[src/rtl/soc_bootrom_arbiter.sv]
// ============================================================================
// Module   : soc_bootrom_arbiter
// Purpose  : Round-robin Wishbone arbiter sharing the boot ROM between cores,
//            with a watchdog that turns a missing slave termination into err.
// Revision : 1.0 - initial release
// ============================================================================
`default_nettype none

module soc_bootrom_arbiter #(
    parameter int NUM_MASTERS = 4,
    parameter int AW          = 32,
    parameter int DW          = 32,
    parameter int TIMEOUT     = 15
) (
    input  logic                     clk,
    input  logic                     rst,
    input  logic [NUM_MASTERS*AW-1:0] m_adr_i,
    input  logic [NUM_MASTERS*DW-1:0] m_dat_i,
    input  logic [NUM_MASTERS*4-1:0]  m_sel_i,
    input  logic [NUM_MASTERS-1:0]    m_cyc_i,
    input  logic [NUM_MASTERS-1:0]    m_stb_i,
    output logic [DW-1:0]             m_dat_o,
    output logic [NUM_MASTERS-1:0]    m_ack_o,
    output logic [NUM_MASTERS-1:0]    m_err_o,
    output logic [NUM_MASTERS-1:0]    m_rty_o,
    output logic [AW-1:0]             s_adr_o,
    output logic [DW-1:0]             s_dat_o,
    output logic [3:0]                s_sel_o,
    output logic                      s_cyc_o,
    output logic                      s_stb_o,
    input  logic [DW-1:0]             s_dat_i,
    input  logic                      s_ack_i,
    input  logic                      s_err_i,
    input  logic                      s_rty_i,
    output logic [NUM_MASTERS-1:0]    grant_o
);

    localparam int         c_IW   = (NUM_MASTERS > 1) ? $clog2(NUM_MASTERS) : 1;
    localparam logic [0:0] c_IDLE = 1'b0;
    localparam logic [0:0] c_BUSY = 1'b1;
    localparam logic [7:0] c_TMO  = 8'(TIMEOUT);

    logic [0:0]             r_state;
    logic [0:0]             w_state_nxt;
    logic [NUM_MASTERS-1:0] r_grant;
    logic [c_IW-1:0]        r_gidx;
    logic [c_IW-1:0]        r_last;
    logic [7:0]             r_wdog;
    logic [7:0]             w_wdog_nxt;
    logic [c_IW-1:0]        w_pick;
    logic [c_IW-1:0]        w_cand;
    logic                   w_any_req;
    logic                   w_g_cyc;
    logic                   w_g_stb;
    logic                   w_term;
    logic                   w_timeout;

    assign w_g_cyc = m_cyc_i[r_gidx];
    assign w_term  = s_ack_i | s_err_i | s_rty_i;
    assign m_dat_o = s_dat_i;
    assign grant_o = r_grant;

    // Scan downward so the requester closest above r_last is the one kept.
    always_comb begin
        w_pick    = r_last;
        w_cand    = r_last;
        w_any_req = 1'b0;
        for (int k = NUM_MASTERS; k >= 1; k--) begin
            w_cand = c_IW'((int'(r_last) + k) % NUM_MASTERS);
            if (m_cyc_i[w_cand]) begin
                w_pick    = w_cand;
                w_any_req = 1'b1;
            end
        end
    end

    always_ff @(posedge clk) begin
        if (!rst) begin
            r_state <= c_IDLE;
            r_grant <= '0;
            r_gidx  <= '0;
            r_last  <= c_IW'(NUM_MASTERS - 1);
            r_wdog  <= 8'd0;
        end else begin
            r_state <= w_state_nxt;
            r_wdog  <= w_wdog_nxt;
            if (r_state == c_IDLE && w_any_req) begin
                r_grant <= NUM_MASTERS'(1) << w_pick;
                r_gidx  <= w_pick;
            end else if (r_state == c_BUSY && !w_g_cyc) begin
                r_grant <= '0;
                r_last  <= r_gidx;
            end
        end
    end

    always_comb begin
        w_state_nxt = r_state;
        case (r_state)
            c_IDLE:  if (w_any_req) w_state_nxt = c_BUSY;
            c_BUSY:  if (!w_g_cyc)  w_state_nxt = c_IDLE;
            default: w_state_nxt = c_IDLE;
        endcase
    end

    // A real termination in the timeout cycle wins over the watchdog error.
    always_comb begin
        s_adr_o    = '0;
        s_dat_o    = '0;
        s_sel_o    = '0;
        s_cyc_o    = 1'b0;
        s_stb_o    = 1'b0;
        m_ack_o    = '0;
        m_err_o    = '0;
        m_rty_o    = '0;
        w_timeout  = 1'b0;
        w_g_stb    = 1'b0;
        w_wdog_nxt = 8'd0;
        if (r_state == c_BUSY) begin
            w_timeout        = (r_wdog == c_TMO) && !w_term;
            w_g_stb          = m_stb_i[r_gidx] && !w_timeout;
            s_cyc_o          = w_g_cyc;
            s_stb_o          = w_g_stb;
            s_adr_o          = m_adr_i[int'(r_gidx)*AW +: AW];
            s_dat_o          = m_dat_i[int'(r_gidx)*DW +: DW];
            s_sel_o          = m_sel_i[int'(r_gidx)*4 +: 4];
            m_ack_o[r_gidx]  = s_ack_i;
            m_err_o[r_gidx]  = s_err_i | w_timeout;
            m_rty_o[r_gidx]  = s_rty_i;
            if (!w_term && !w_timeout && w_g_stb) begin
                w_wdog_nxt = r_wdog + 8'd1;
            end
        end
    end

endmodule

`default_nettype wire

[config.mk]
export PLATFORM = sky130hd
export DESIGN_NAME = soc_bootrom_arbiter
export DESIGN_NICKNAME = d
export VERILOG_FILES = /design/src/rtl/soc_bootrom_arbiter.sv
export SDC_FILE = /design/constraint.sdc
export NUM_CORES = 1
export LEC_CHECK = 0
export BUFFER_PORTS_ARGS = -buffer_cell sky130_fd_sc_hd__clkbuf_2
export CAP_MARGIN = 0
export CORE_AREA = 5 5 165 167
export DETAILED_ROUTE_END_ITERATION = 12
export DIE_AREA = 0 0 170 172
export SYNTH_ARGS = -nofsm -noshare
export SYNTH_HDL_FRONTEND = slang
export SYNTH_SLANG_ARGS = --single-unit
[constraint.sdc]
create_clock -name clk -period 3.6 [get_ports clk]
set_input_delay 0.72 -clock clk [delete_from_list [all_inputs] [get_ports clk]]
set_output_delay 0.72 -clock clk [all_outputs]
set_load 0.01 [all_outputs]
Word-level counts from Yosys, hierarchy flattened
Index checks and enable logic that the tools add are counted.
{ "word_totals": {"register_bits": 17, "input_bits": 317, "out_inout_bits": 118, "elab_cells": 77} }
{ "classes": {"addsub": 5, "n_lt_le_gt_ge": 6, "eq_ne": 1, "shifts": 4, "mux": 35, "n_bitwise": 8, "reduce_logical": 13} }
{ "ops": {"columns": ["op", "n"], "rows": [
  ["$shiftx 128x8->32", 2],
  ["$mux 32", 2],
  ["$mux 4", 6],
  ["$shiftx 16x5->4", 1],
  ["$lt 2x3->1 const B", 5],
  ["$mux 1", 15],
  ["$and 4x4->4", 3],
  ["$bmux 1 s2", 6],
  ["$add 8x1->8 const B", 1],
  ["$eq 8x4->1 const B", 1],
  ["$mux 2", 4],
  ["$logic_and 1x1->1", 7],
  ["$add 2x1->2 const B", 2],
  ["$add 2x2->2 const B", 2],
  ["$shl 1x2->4 const A", 1],
  ["$logic_not 1->1", 3],
  ["$or 1x1->1", 3],
  ["$reduce_and 3->1", 1],
  ["$demux 1 s2", 1],
  ["$ge 2x1->1 const B", 1],
  ["$not 1->1", 2],
  ["$pmux 1 s2", 1],
  ["$reduce_and 2->1", 1],
  ["$reduce_bool 2->1", 1]
]} }

Logic depth before layout (Yosys ltp)
Gate-level depths: netlist of the first run.
{ "depth": {"word_depth": 10, "depth_mapped": 5, "mapped_depth_nobuf": 5} }

Least setup slack after synthesis of the first run
OpenSTA, ideal clock, no wires.
{ "synth_timing": {"path_kind": "in2out", "start": "input s_ack_i", "end": "output m_err_o[0]", "arrival_ns": 1.522, "t_required_ns": 2.880, "slack_ns": 1.358, "cell_stages": 4, "n_path_buf": 0, "path_cell_list": "nor3_1 and3_1 o21ai_0 nor3_1"} }
{ "synth_via": {"elab_chain_cells": 7} }
{ "synth_lines": {"columns": ["item", "line_no", "source"], "rows": [
  ["start, declared", "32", "input logic s_ack_i,"],
  ["$or 1x1->1 (2 in a row)", "59", "assign w_term = s_ack_i | s_err_i | s_rty_i;"],
  ["$logic_not 1->1", "120", "w_timeout = (r_wdog == c_TMO) && !w_term;"],
  ["$logic_and 1x1->1", "120", null],
  ["$or 1x1->1", "128", "m_err_o[r_gidx] = s_err_i | w_timeout;"],
  ["$and 4x4->4 (no line)", null, null],
  ["$mux 4", "119", "if (r_state == c_BUSY) begin"],
  ["end, declared", "24", "output logic [NUM_MASTERS-1:0] m_err_o,"]
]} }
Every way passes these cells.

Worst setup path after layout of the first run
{ "layout_timing": {"start": "register r_wdog[0]", "end": "output m_err_o[3]"} }
{ "layout_via": {"elab_chain_cells": 5} }
{ "layout_lines": {"columns": ["item", "line_no", "source"], "rows": [
  ["start, declared", "48", "logic [7:0] r_wdog;"],
  ["start signal, assigned", "86", "r_wdog <= w_wdog_nxt;"],
  ["$eq 8x4->1", "120", null],
  ["$logic_and 1x1->1", "120", null],
  ["$or 1x1->1", "128", null],
  ["$and 4x4->4 (no line)", null, null],
  ["$mux 4", "119", null]
]} }
Every way passes these cells.

==> impl_metrics.py, run 1 <==
metrics = {
    "clock_tree": {
        "tritoncts": "yes",
        "clk_latency_ps": 240,
        "htreeDepth": 1,
        "clk_path_buf_depth": 2,
        "numClockSinks": 17,
        "postCtsResizedCells": 0,
        "cts_setup_buffers": 0,
        "numCtsBuffers": 3,
        "cts_hold_buf": 0,
        "clk_pin_slew_ps": 50,
        "clock-root-buffer": "clkbuf_16",
    },
    "route": {
        "drc": 0,
        "vias_per_cell": 4.03,
        "wire_per_inst_um": 17.7,
        "final_antenna_net_count": 0,
        "drt_iter0_drc": 167,
        "first_pass_iters": 4,
        "num_vias": 3849,
        "wl_um": 16900,
    },
    "logic_synthesis": {
        "syn-cell-area_um2": 3220,
        "yosysUniqueCellTypes": 35,
        "synth_edf_count": 0,
        "yosysWarnings": 0,
        "synthFlopType": "dfxtp_1",
        "synthArstFlopShare_pct": 0,
        "syn_area_per_cell_um2": 10.8,
        "synthCells": 299,
        "ys_seq_area_share_pct": 10.6,
        "syn-num-nets": 617,
        "ys_seq_elements": 17,
    },
    "power_and_ir_drop": {
        "power_density_nw_per_um2": 235,
        "p_leak_nw": 2.55,
        "ir_drop_v": 0.000286,
        "total_power_mw": 1.24,
    },
    "floorplanning": {
        "die_area_um2": 29200,
        "die_w_um": 170,
        "num_io_pins": 435,
        "start_util_pct": 12.6,
        "die_y_um": 172,
        "core_um2": 25600,
        "num_rows": 59,
    },
    "layout": {
        "n_fill_cell": 2830,
        "drive_gt1_share_pct": 73.3,
        "antenna_cells": 0,
        "utilization_pct": 20.6,
        "instances_no_fill": 954,
        "layout_commonest_cell": "clkbuf_2",
        "final_cell_mix": "370 x clkbuf_2, 70 x mux4_2, 70 x and2_1, 21 x nor2_1, 14 x dfxtp_1",
        "syn_to_final_growth_pct": 64.1,
        "layout.nets": 938,
    },
    "worst_setup_path": {
        "cpLargestDelayFamily": "compound AO/OA/AOI/OAI gates",
        "crit_fanout": 4,
        "crit_path_frequent_cell": "and3_1",
        "max_stage_delay_ps": 770,
        "crit_buf_inv": 1,
        "cp-end-kind": "primary output",
        "worstPathArrival_ps": 2290,
        "crit_path_top_delay_cell": "o21ai_0",
        "crit_type": "reg2out",
        "crit_path_start_kind": "flop",
        "reg2reg_setup_slack_ps": 1700,
        "crit_chain": "ha_1 -> and3_1 -> and3_1 -> o21ai_0 -> nor2_1 -> clkbuf_2",
        "required_ps": 2880,
    },
    "flow_run": {
        "cap_violations": 0,
    },
    "timing": {
        "report.final.slew_viol_count": 0,
        "rsz0062_at_grt": "no",
        "final_hold_viol_count": 0,
        "worst_pin_slew_ps": 989,
        "tns_ps": 0,
        "maxSlewHeadroom_pct": 33.3,
        "layout_setup_ws_ps": 593,
        "max_freq_ghz": 0.333,
        "fin_crit_ps": 3010,
        "setup_viol": 0,
        "finalCritPeriodShare_pct": 83.5,
        "skew_ps": 0.953,
    },
    "place": {
        "placed_cells": 950,
        "pre_cts_ws_ps": 831,
        "portBuffers": 370,
        "place_congestion": 0.813,
        "dp_hpwl_um": 14700,
    },
    "grt": {
        "antenna_found_initial": 1,
        "grt_max_degree": 44,
        "grt_pass1_wl_um": 22900,
        "grt_pass1_vias": 3831,
        "grt_overflow": 0,
        "track_usage_pct": 9.98,
    },
    "hold_path": {
        "hold_path.class": "reg2reg",
    },
    "outcome": {
        "status": "finished, final reports clean",
    },
}
state kept, by name, indices dropped and copies added (netlist names):
| signal | flops |
|---|---|
| r_gidx | 2 |
| grant_o | 4 |
| r_state | 1 |
| r_last | 2 |
| r_wdog | 8 |
layout make-up:
cell class	instances	area [um^2]	share of cell area, %
Multi-Input combinational cell	219	2490	47.2
Timing Repair Buffer	376	1930	36.6
Tap cell	335	419	7.93
Sequential cell	17	349	6.60
Clock buffer	4	78.8	1.49
Inverter	3	11.3	0.213
through the flow:
stage | area [um^2] | hold slack [ps]
after floorplan | 3220 | 418
after global placement | 5210 | 433
after detailed placement | 5210 | 436
after CTS | 5290 | 447
after global routing | 5290 | 483
final | 5290 | 441
cell usage after synthesis, drive strengths merged (4+ instances only):
master,instances,area [um^2]
and2,70,438
buf,43,313
clkbuf,17,63.8
dfxtp,17,340
mux2i,4,40.0
mux4,70,1580
nand2,8,30.0
nand2b,4,32.5
nor2,21,78.8
nor3,6,30.0
xnor2,4,35.0
worst reg2reg max path, cell delays in order, from the launching register on:
cell	delay [ps]
dfxtp_4	370
buf_12	260
mux4_2	570
nand2b_4	170
and3b_4	200
a22o_1	230
layer usage:
layer | up-vias | track usage, % | wire length (um)
met4 | 2 | 1.08 | 87
li1 | 1742 | - | -
met1 | 1873 | 12.9 | 6640
met3 | 10 | 2.70 | 1740
met5 | - | 0 | 13
met2 | 222 | 17.3 | 8460
kinds of logic after synthesis:
kind of cell / Yosys count / synth area share [%]
muxes: 74 / 50.2
and+or+nand+nor: 125 / 22.4
DFF: 17 / 10.6
AOI/OAI and AO/OA: 13 / 2.84
buffers and inverters: 63 / 12.0
adders and majority gates: 1 / 0.388
xor gates and xnor gates: 6 / 1.63
report_power, final:
part           total, mW  internal [mW]  switching, mW
clock              0.219          0.150         0.0687
sequential         0.234          0.200         0.0342
combinational      0.791          0.452          0.339
worst paths after layout:
kind                  start         end  cells past startpoint
setup / recovery  r_wdog[0]  m_err_o[3]                      6
hold / removal    r_wdog[0]   r_wdog[0]                      1
setup reg to reg  r_gidx[0]  grant_o[0]                      5
hold reg to reg   r_wdog[0]   r_wdog[0]                      1
(Power assumes the default switching activity.)
==> inputs of run 2 (changes only) <==
--- a/config.mk
+++ b/config.mk
@@ -7,9 +7,9 @@
 export LEC_CHECK = 0
 export BUFFER_PORTS_ARGS = -buffer_cell sky130_fd_sc_hd__clkbuf_2
 export CAP_MARGIN = 0
-export CORE_AREA = 5 5 165 167
+export CORE_AREA = 5 5 168 170
 export DETAILED_ROUTE_END_ITERATION = 12
-export DIE_AREA = 0 0 170 172
+export DIE_AREA = 0 0 173 175
 export SYNTH_ARGS = -nofsm -noshare
 export SYNTH_HDL_FRONTEND = slang
 export SYNTH_SLANG_ARGS = --single-unit
==> constraint.sdc (replaced) <==
create_clock -name clk -period 2.8 [get_ports clk]
set_input_delay 0.56 -clock clk [delete_from_list [all_inputs] [get_ports clk]]
set_output_delay 0.56 -clock clk [all_outputs]
set_load 0.01 [all_outputs]
==> impl_metrics.py, run 2 (same netlist as run 1, synthesis figures left out) <==
metrics = {
    "place": {
        "portBuffers": 370,
        "placed_cells": 957,
        "place_congestion": 0.939,
        "dp_hpwl_um": 15200,
    },
    "route": {
        "drt_iter0_drc": 108,
        "drc": 0,
        "vias_per_cell": 4.03,
        "num_vias": 3877,
        "first_pass_iters": 4,
        "wl_um": 17000,
        "wire_per_inst_um": 17.7,
        "final_antenna_net_count": 0,
    },
    "worst_setup_path": {
        "endpoint": "s_dat_o[23]",
        "crit_buf_inv": 2,
        "crit_type": "reg2out",
        "cpLargestDelayFamily": "multiplexers",
        "worstPathArrival_ps": 1980,
        "cp-end-kind": "primary output",
        "reg2reg_depth": 5,
        "crit_chain": "buf_12 -> mux4_2 -> and2_1 -> clkbuf_2",
        "startpoint": "r_gidx[0]",
        "reg2reg_setup_slack_ps": 800,
        "crit_cells": 4,
        "crit_path_start_kind": "flop",
        "r2r_end": "grant_o[0]",
        "max_stage_delay_ps": 570,
        "worstReg2RegStart": "r_gidx[0]",
        "crit_path_top_delay_cell": "mux4_2",
        "crit_fanout": 37,
        "required_ps": 2240,
    },
    "floorplanning": {
        "num_io_pins": 435,
        "core_um2": 26600,
        "num_rows": 60,
        "die_y_um": 175,
        "die_w_um": 173,
        "die_area_um2": 30300,
        "start_util_pct": 12.1,
    },
    "power_and_ir_drop": {
        "power_density_nw_per_um2": 301,
        "netSwitchingFraction_pct": 35.6,
        "seq_power_share_pct": 18.3,
        "p_sw_uw": 568,
        "clock_power_share_pct": 17.8,
        "comb_power_share_pct": 63.9,
        "p_int_mw": 1.03,
        "p_leak_nw": 2.56,
        "ir_drop_v": 0.000474,
    },
    "clock_tree": {
        "numCtsBuffers": 3,
        "clk_path_buf_depth": 2,
        "tritoncts": "yes",
        "postCtsResizedCells": 0,
        "numClockSinks": 17,
        "cts_setup_buffers": 0,
        "clock-root-buffer": "clkbuf_16",
        "cts_hold_buf": 0,
        "clk_pin_slew_ps": 50,
        "htreeDepth": 1,
        "clk_latency_ps": 240,
    },
    "grt": {
        "track_usage_pct": 10.3,
        "grt_pass1_wl_um": 25100,
        "antenna_found_initial": 0,
        "grt_pass1_vias": 4138,
        "grt_max_degree": 43,
        "grt_overflow": 0,
    },
    "timing": {
        "final_hold_viol_count": 0,
        "max_freq_ghz": 0.394,
        "report.final.slew_viol_count": 0,
        "fin_crit_ps": 2540,
        "hold_ws_ps": 445,
        "maxSlewHeadroom_pct": 51.3,
        "skew_ps": 1.70,
        "rsz0062_at_grt": "no",
        "tns_ps": 0,
        "worst_pin_slew_ps": 730,
        "finalCritPeriodShare_pct": 90.6,
        "setup_viol": 0,
    },
    "layout": {
        "layout_commonest_cell": "clkbuf_2",
        "syn_to_final_growth_pct": 64.6,
        "n_fill_cell": 2975,
        "final_cell_mix": "370 x clkbuf_2, 70 x mux4_2, 70 x and2_1, 21 x nor2_1, 14 x dfxtp_1",
        "layout.nets": 939,
        "antenna_cells": 0,
        "final-seq-area_um2": 349,
        "instances_no_fill": 961,
        "largest_reg_flops": 8,
        "multiInputGateArea_um2": 2490,
        "top_register": "r_wdog",
        "drive_gt1_share_pct": 73.5,
    },
    "hold_path": {
        "hold_path.class": "reg2reg",
    },
    "flow_run": {
        "cap_violations": 0,
    },
    "outcome": {
        "status": "finished, final reports clean",
    },
}
[run 2: changes by cell type in the layout (fill, tap and decap cells not counted)]
cell / previous run / this run
clkinv_2: 0 / 1
clkbuf_1: 1 / 0
buf_4: 3 / 4
[run 2: power by group through the flow]
stage / combinational (mW) / sequential [mW] / clock, mW
floorplan: 0.660 / 0.270 / 0
global placement: 1.02 / 0.299 / 0
detailed placement: 1.03 / 0.301 / 0
CTS: 1.04 / 0.296 / 0.296
global route: 1.11 / 0.299 / 0.307
finish: 1.02 / 0.292 / 0.284
[run 2: area by class of cell]
class / instances / share of cell area [%]
flip-flops and latches: 17 / 6.58
clock buffers: 3 / 1.42
inverters: 3 / 0.212
well taps: 341 / 8.05
multi-input cells: 219 / 47.0
clock inverters: 1 / 0.0944
repair buffers: 377 / 36.6
[run 2: through the flow]
step           total power [mW]  cell area, um^2  setup slack, ps  utilization [%]
3_5_place_dp               1.33             5220              509             19.7
5_1_grt                    1.71             5300              151             20.0
6_report                   1.60             5300              264             20.0
4_1_cts                    1.63             5300              228             20.0
2_1_floorplan             0.930             3220              726                -
3_3_place_gp               1.32             5220              520             19.7
[run 2: worst reg2reg max path, cell delays in order, from the launching register on]
cell	delay, ps
dfxtp_4	480
buf_12	250
mux4_2	560
nand2b_4	170
and3b_4	200
a22o_1	220
[run 2: worst min-delay path by stage]
stage	depth (start not counted)	to	startpoint	slack, ps
after global placement	1	r_wdog[0]	r_wdog[0]	430
after global routing	1	r_wdog[0]	r_wdog[0]	470
after floorplan	1	r_wdog[0]	r_wdog[0]	420
final	1	r_wdog[0]	r_wdog[0]	450
after detailed placement	1	r_wdog[0]	r_wdog[0]	440
after CTS	1	r_wdog[0]	r_wdog[0]	450
[run 2: per-layer routing]
layer | up-vias | global-route usage, % | wire length (um)
met3 | 20 | 2.44 | 1390
met2 | 225 | 18.7 | 8700
met5 | - | 0 | 0
li1 | 1746 | - | -
met1 | 1886 | 12.4 | 6530
met4 | 0 | 2.43 | 406
